## config.mk

```make
export PLATFORM = sky130hd
export DESIGN_NAME = calc_driver
export DESIGN_NICKNAME = d
export VERILOG_FILES = /design/src/rtl/calc_driver.sv
export SDC_FILE = /design/constraint.sdc
export NUM_CORES = 1
export LEC_CHECK = 0
export BUFFER_PORTS_ARGS = -buffer_cell sky130_fd_sc_hd__buf_2
export CAP_MARGIN = 20
export CORE_ASPECT_RATIO = 0.7
export CORE_MARGIN = 5
export CORE_UTILIZATION = 38
export DETAILED_ROUTE_END_ITERATION = 10
export PLACE_DENSITY = 0.53
export SYNTH_ARGS = -nofsm -noshare
export SYNTH_HDL_FRONTEND = slang
export SYNTH_SLANG_ARGS = --single-unit
```

## constraint.sdc

```tcl
create_clock -name clk -period 2.75 [get_ports clk]
set_clock_uncertainty 0.15 [all_clocks]
set_input_delay 0.55 -clock clk [delete_from_list [all_inputs] [get_ports clk]]
set_output_delay 0.55 -clock clk [all_outputs]
set_load 0.005 [all_outputs]
```

## src/rtl/calc_driver.sv

```systemverilog
// calc_driver: queues (clr, op, operand) commands and replays each one as a
// timed switch/button sequence into the calculator core, returning its LED value.
module calc_driver #(
  parameter int FIFO_DEPTH = 4,
  parameter int SETUP_CYC  = 2,
  parameter int PULSE_CYC  = 2,
  parameter int SETTLE_CYC = 3
) (
  input  logic        clk,
  input  logic        rst_n,
  input  logic        cmd_valid,
  output logic        cmd_ready,
  input  logic        cmd_clr,
  input  logic [2:0]  cmd_op,
  input  logic [15:0] cmd_data,
  output logic        res_valid,
  output logic [15:0] res_data,
  output logic        busy,
  output logic [15:0] calc_sw,
  output logic        calc_btnl,
  output logic        calc_btnc,
  output logic        calc_btnr,
  output logic        calc_btnu,
  output logic        calc_btnd,
  input  logic [15:0] calc_led,
  output logic [1:0]  dbg_state
);

  // Handshakes: a command transfers on an edge where cmd_valid && cmd_ready;
  // res_valid is a one-cycle strobe with no backpressure.
  localparam int PTR_W   = (FIFO_DEPTH > 1) ? $clog2(FIFO_DEPTH) : 1;
  localparam int CNT_CW  = PTR_W + 1;
  localparam int MAX_CYC = (SETUP_CYC > PULSE_CYC)
                         ? ((SETUP_CYC > SETTLE_CYC) ? SETUP_CYC : SETTLE_CYC)
                         : ((PULSE_CYC > SETTLE_CYC) ? PULSE_CYC : SETTLE_CYC);
  localparam int CNT_W   = (MAX_CYC > 1) ? $clog2(MAX_CYC) : 1;

  localparam logic [CNT_CW-1:0] FULL_CNT  = CNT_CW'(FIFO_DEPTH);
  localparam logic [CNT_W-1:0]  SETUP_LD  = CNT_W'(SETUP_CYC - 1);
  localparam logic [CNT_W-1:0]  PULSE_LD  = CNT_W'(PULSE_CYC - 1);
  localparam logic [CNT_W-1:0]  SETTLE_LD = CNT_W'(SETTLE_CYC - 1);

  typedef enum logic [1:0] {
    IDLE   = 2'd0,
    SETUP  = 2'd1,
    STROBE = 2'd2,
    SETTLE = 2'd3
  } state_t;

  state_t             state_q, state_d;
  logic [CNT_W-1:0]   cnt_q, cnt_d;
  logic [PTR_W-1:0]   wr_ptr_q, wr_ptr_d, rd_ptr_q, rd_ptr_d;
  logic [CNT_CW-1:0]  count_q, count_d;
  logic [19:0]        mem_q [FIFO_DEPTH];
  logic [19:0]        head;
  logic               push, pop;
  logic               cur_clr_q, cur_clr_d;
  logic [15:0]        sw_q, sw_d;
  logic [2:0]         op_q, op_d;
  logic               btnu_q, btnu_d, btnd_q, btnd_d;
  logic               res_valid_q, res_valid_d;
  logic [15:0]        res_data_q, res_data_d;

  assign cmd_ready = (count_q != FULL_CNT);
  assign push      = cmd_valid && cmd_ready;
  assign pop       = (state_q == IDLE) && (count_q != '0);
  assign head      = mem_q[rd_ptr_q];

  always_ff @(posedge clk) begin
    if (push) mem_q[wr_ptr_q] <= {cmd_clr, cmd_op, cmd_data};
  end

  always_comb begin
    state_d     = state_q;
    cnt_d       = cnt_q;
    wr_ptr_d    = wr_ptr_q;
    rd_ptr_d    = rd_ptr_q;
    count_d     = count_q;
    cur_clr_d   = cur_clr_q;
    sw_d        = sw_q;
    op_d        = op_q;
    btnu_d      = btnu_q;
    btnd_d      = btnd_q;
    res_valid_d = 1'b0;
    res_data_d  = res_data_q;

    if (push) wr_ptr_d = wr_ptr_q + 1'b1;
    if (pop)  rd_ptr_d = rd_ptr_q + 1'b1;
    case ({push, pop})
      2'b10:   count_d = count_q + 1'b1;
      2'b01:   count_d = count_q - 1'b1;
      default: count_d = count_q;
    endcase

    case (state_q)
      IDLE: begin
        if (pop) begin
          state_d   = SETUP;
          cnt_d     = SETUP_LD;
          cur_clr_d = head[19];
          // A calculator reset leaves the operand and op selection untouched.
          if (!head[19]) begin
            op_d = head[18:16];
            sw_d = head[15:0];
          end
        end
      end
      SETUP: begin
        if (cnt_q == '0) begin
          state_d = STROBE;
          cnt_d   = PULSE_LD;
          btnu_d  = cur_clr_q;
          btnd_d  = !cur_clr_q;
        end else begin
          cnt_d = cnt_q - 1'b1;
        end
      end
      STROBE: begin
        if (cnt_q == '0) begin
          state_d = SETTLE;
          cnt_d   = SETTLE_LD;
          btnu_d  = 1'b0;
          btnd_d  = 1'b0;
        end else begin
          cnt_d = cnt_q - 1'b1;
        end
      end
      SETTLE: begin
        if (cnt_q == '0) begin
          state_d     = IDLE;
          res_valid_d = 1'b1;
          res_data_d  = calc_led;
        end else begin
          cnt_d = cnt_q - 1'b1;
        end
      end
      default: state_d = IDLE;
    endcase
  end

  always_ff @(posedge clk) begin
    if (!rst_n) begin
      state_q     <= IDLE;
      cnt_q       <= '0;
      wr_ptr_q    <= '0;
      rd_ptr_q    <= '0;
      count_q     <= '0;
      cur_clr_q   <= 1'b0;
      sw_q        <= '0;
      op_q        <= '0;
      btnu_q      <= 1'b0;
      btnd_q      <= 1'b0;
      res_valid_q <= 1'b0;
      res_data_q  <= '0;
    end else begin
      state_q     <= state_d;
      cnt_q       <= cnt_d;
      wr_ptr_q    <= wr_ptr_d;
      rd_ptr_q    <= rd_ptr_d;
      count_q     <= count_d;
      cur_clr_q   <= cur_clr_d;
      sw_q        <= sw_d;
      op_q        <= op_d;
      btnu_q      <= btnu_d;
      btnd_q      <= btnd_d;
      res_valid_q <= res_valid_d;
      res_data_q  <= res_data_d;
    end
  end

  assign busy      = (state_q != IDLE) || (count_q != '0);
  assign calc_sw   = sw_q;
  assign calc_btnl = op_q[2];
  assign calc_btnc = op_q[1];
  assign calc_btnr = op_q[0];
  assign calc_btnu = btnu_q;
  assign calc_btnd = btnd_q;
  assign res_valid = res_valid_q;
  assign res_data  = res_data_q;
  assign dbg_state = state_q;

endmodule

```

======== Word-level counts from Yosys, hierarchy flattened ========
Memories as Yosys holds them, arrays and structs flattened. A register that Yosys moved wholly into a read port is not among the register bits.
Index checks and enable logic that the tools add are counted.
W data, S select, Z words.
storage, ports and cells
  flip-flop bits (word level) ............. 50
  RAM bits ................................ 80
  output and inout bits ................... 42
  word-level logic and storage cells ...... 67
  memories ................................ 1
memory list
  memory  words  bits a word  read ports  clocked after Yosys merged registers in  write ports  line  text
  mem_q   4      20           1           1                                        1            54    logic [19:0] mem_q [FIFO_DEPTH];
cells by class
  add/subtract/negate cells ............... 5
  equality and inequality tests ........... 11
  mux-type cells .......................... 20
  bitwise operators ....................... 1
  reduce and logical (&&, ||, !) cells .... 17
operator list
  kind                   count
  $mux W2                9
  $pmux W2 S4            2
  $ne A2 B2 Y1 const B   5
  $reduce_and A2 Y1      4
  $eq A2 B2 Y1 const B   3
  $mux W1                6
  $pmux W3 S2            1
  $reduce_and A3 Y1      2
  $reduce_bool A2 Y1     3
  $add A2 B1 Y2 const B  2
  $eq A2 B1 Y1 const B   2
  $logic_not A2 Y1       2
  $pmux W1 S2            2
  $reduce_and A4 Y1      1
  $add A3 B1 Y3 const B  1
  $ne A3 B3 Y1 const B   1
  $reduce_bool A3 Y1     1
  $sub A3 B1 Y3 const B  1
  $logic_and A1 B1 Y1    2
  $sub A2 B1 Y2 const B  1
  $logic_not A1 Y1       1
  $logic_or A1 B1 Y1     1
  $not A1 Y1             1

======== Depth between registers and ports, before layout ========
  depth in word-level cells ............... 4
  mapped depth ............................ 10

======== Worst setup path after synthesis ========
OpenSTA, ideal clock, no wires.
  path kind ............................... register to register
  from .................................... reg count_q[0]
  to ...................................... reg count_q[2]
  arrival time ............................ 2.194 ns
  data required time ...................... 2.524 ns
  slack ................................... 0.330 ns
  cell stages (with the launch flop) ...... 10
  path buffers ............................ 0
  clock period less this slack ............ 2.420 ns
  path through ............................ dfxtp_1 -> or3b_1 -> and2_1 -> clkinv_1 -> ha_1 -> inv_1 -> fa_1 -> xor2_1 -> or3_1 -> a21boi_0
on the way
  word-level cells in the longest chain between the ends .. 4
ends and longest elaborated chain
  element                                            line  text
  start, declared                                    53    logic [CNT_CW-1:0] count_q, count_d;
  start signal, assigned                             160   count_q <= count_d;
  $ne A3 B3 Y1 *                                     64    assign cmd_ready = (count_q != FULL_CNT);
  via cmd_ready                                      12    output logic cmd_ready,
  $logic_and A1 B1 Y1 *                              65    assign push = cmd_valid && cmd_ready;
  $eq A2 B1 Y1 or $eq A2 B2 Y1 (tied branches)       89    case ({push, pop})
  $pmux W3 S2 or $reduce_bool A2 Y1 (tied branches)  -
Mark *: on every way through the listed nets, which the timed path passes. The rest lies on a longest branch.
A chain may end at the register's enable or synchronous reset.

======== Worst setup path after layout ========
  from .................................... reg state_q[0] (netlist: dbg_state[0])
  to ...................................... out busy
on the way
  word-level cells in the longest chain between the ends .. 2
ends and longest elaborated chain
  element                 line  text
  start, declared         50    state_t state_q, state_d;
  start signal, assigned  156   state_q <= state_d;
  $reduce_bool A2 Y1      171   assign busy = (state_q != IDLE) || (count_q != '0);
  $logic_or A1 B1 Y1      171
  end, declared           18    output logic busy,
No other way between the ends.

==> out/metrics.yaml <==
status:
  outcome: "complete, no violations"
die:
  rows: 35
  ios: 81
  core_area_um2: 13300
  die_height_um: 108
  die_area_um2: 16200
  start_util_pct: 39.2
  die_w_um: 150
sta:
  tightest_slew_ps: 653
  post-route-period-util_pct: 94.7
  maxSlewViolCount: 0
  rsz0062_at_grt: "false"
  final-hold-violation-count: 0
  min_period_ps: 2600
  setup_viol: 0
  slew_headroom_pct: 56.4
  setup-tns-final_ps: 0
  max_freq_mhz: 384
synthesis:
  yosys_warnings: 0
  synth_ff_type: "edfxtp_1"
  synth_top_cell_area_share_pct: 46.2
  synthArstFlopShare_pct: 0
  synth-seq-area-share_pct: 66.2
  synth_edf_count: 80
  ys_ff_latch: 132
  synthTopCellsByArea: "edfxtp_1, dfxtp_1, mux4_2, nand2_1, ha_1"
  syn_inst: 363
  yosys.cell_count.top_type: "edfxtp_1"
  yosysTopAreaCell: "edfxtp_1"
  synth_nets: 415
  synth_area_um2: 5200
  synth_common_cells: "edfxtp_1, nand2_1, dfxtp_1, mux4_2"
  syn_area_per_cell_um2: 14.3
  synth.distinct_cells: 42
finish:
  area_growth_pct: 23.8
  drive_gt1_share_pct: 35.8
  post-route-util_pct: 48.5
  multi_input_area_um2: 1600
  fillers: 1167
  ff_latch_area_um2: 3440
  finish.instance_area_um2: 6440
  fin_nets: 503
power_and_ir_drop:
  power.leakage_nw: 2.40
  irDropWorstVdd_uv: 491
  p_per_area_nw_per_um2: 989
global_route:
  grt_pass1_vias: 3106
  antenna_found_initial: 1
  grt_max_degree: 36
  overflow: 0
  grt_pass1_wl_um: 16900
  gr-usage-met3_pct: 5.60
  grt_busiest_layer: "met1"
  grt_util_met1_pct: 19.9
  met2_usage_pct: 19.2
  grt_usage_pct: 13.8
placed_design:
  gp_congestion: 0.786
  post-dp-hpwl_um: 6650
  io_buffers: 80
  placed_cell_area_um2: 5810
worst_setup_path:
  cp-end-kind: "output port"
  max_stage_delay_ps: 600
  cp_top_family: "simple AND/OR/NAND/NOR gates"
  crit_arrival_ps: 1900
  critPathBufInv: 2
  worstPathMaxFanout: 5
  cp-start-kind: "flip-flop"
  worst_path_max_delay_cell: "or4b_1"
  crit_chain: "inv_1 > ha_1 > or4b_1 > buf_2"
  worstSetupPathType: "reg -> out"
  cp.required_ps: 2050
clock_tree:
  postCtsSetupRepairBufs: 0
  clkSlewWorstSetupHoldPaths_ps: 60
  htreeDepth: 4
  cts-buffers-inserted: 17
  cts_tree: "built"
  cts-root-buf: "clkbuf_16"
  cts_max_path_buffers: 2
  clk_latency_ps: 410
  cts.sinks: 132
routing:
  avgViaCountPerCell: 4.72
  drtIter0Drc: 177
  wl_per_cell_um: 16.2
  dr.pass1.iters: 4
  vias: 3071
  drtAntennaViolNets: 0
  drcViolationCount: 0
  finalWirelength_um: 10500
job:
  cap_violations: 0
min_path:
  hold_class: "in -> reg"
-- metrics by stage --
stage	total power [mW]	hold WS, ps	instances	worst slack (ps)
finish	6.36	208	650	146
detailed placement	4.15	293	617	175
floorplan	3.69	295	363	330
global placement	4.13	286	617	252
global route	6.75	192	649	11.8
CTS	6.46	186	649	101
-- where the power goes --
part,leakage [nW],switching (mW),internal (mW)
Combinational,0.938,0.846,0.663
Sequential,1.16,0.142,2.43
Clock,0.307,0.836,1.45
Total,2.40,1.82,4.54
-- logic make-up (layout without fill, tap and decap cells) --
group                    count (synthesis)  count (layout)  synth area share [%]
AND/OR/NAND/NOR                        108             108                  10.4
flip-flops                             132             132                  66.2
XOR/XNOR                                 5               5                 0.842
other                                    0               1                     0
buffers and inverters                   31             132                  3.10
multiplexers                            21              21                  8.85
AO/OA/AOI/OAI                           53              53                  7.27
adder cells (fa/ha/maj)                 13              13                  3.27
-- placed cells by master, fill, tap and decap left out, types with 4 or more instances in the layout --
cell | Yosys | layout
nand3_1 | 11 | 11
a21oi_1 | 4 | 4
nand3_2 | 10 | 10
o21ai_1 | 8 | 8
dfxtp_1 | 52 | 52
inv_1 | 9 | 9
and2_1 | 8 | 8
ha_1 | 12 | 12
nand2_1 | 61 | 61
o21ai_2 | 12 | 12
buf_2 | 6 | 80
a21boi_1 | 11 | 11
a21boi_0 | 8 | 8
buf_4 | 1 | 7
mux4_2 | 20 | 20
clkbuf_16 | 0 | 21
o21ai_0 | 4 | 4
edfxtp_1 | 80 | 80
xnor2_1 | 4 | 4
and3_1 | 5 | 5
-- final timing paths --
path	start	end	slack, ps	depth (start not counted)
hold reg to reg	res_data[8]	res_data[8]	300	2
setup / recovery	dbg_state[0]	busy	150	4
setup reg to reg	count_q[2]	count_q[2]	200	9
hold / removal	cmd_data[15]	mem_q[1][15]	210	1
-- state kept, by name, summed over array words and instances, names as in the netlist, named ones only --
signal     flops
calc_btnd      1
calc_btnu      1
calc_sw       16
cnt_q          2
count_q        3
cur_clr_q      1
dbg_state      2
mem_q         80
op_q           3
rd_ptr_q       2
res_data      16
res_valid      1
wr_ptr_q       2
-- layer usage --
| metal | routed length (um) | up-vias |
|---|---|---|
| li1 | - | 1499 |
| met1 | 5190 | 1491 |
| met2 | 4560 | 72 |
| met3 | 716 | 7 |
| met4 | 61 | 2 |
| met5 | 13 | - |
-- repair_timing --
| item | 4_1_cts | 5_1_grt |
|---|---|---|
| endpoints found under the setup margin | 0 | 1 |
| hold buffers | 0 | 0 |
| endpoints found under the hold margin | 0 | 0 |
| resized for setup | 0 | 1 |
-- worst reg2reg max path, delay by kind of cell, from the launching register on --
family	cells	cell delay, ps
AND/OR/NAND/NOR	3	950
AO/OA/AOI/OAI	1	150
buffers and inverters	2	130
flip-flops	1	400
XOR/XNOR	1	160
adder cells (fa/ha/maj)	2	550
-- final cells by class --
| cell class | instances | share of cell area, % |
|---|---|---|
| Sequential cell | 132 | 53.5 |
| Clock inverter | 7 | 0.797 |
| Inverter | 11 | 0.642 |
| Timing Repair Buffer | 89 | 7.66 |
| Multi-Input combinational cell | 200 | 24.9 |
| Tap cell | 185 | 3.60 |
| Antenna cell | 1 | 0.0389 |
| Clock buffer | 25 | 8.86 |
Power figures use the tool's default switching activity.
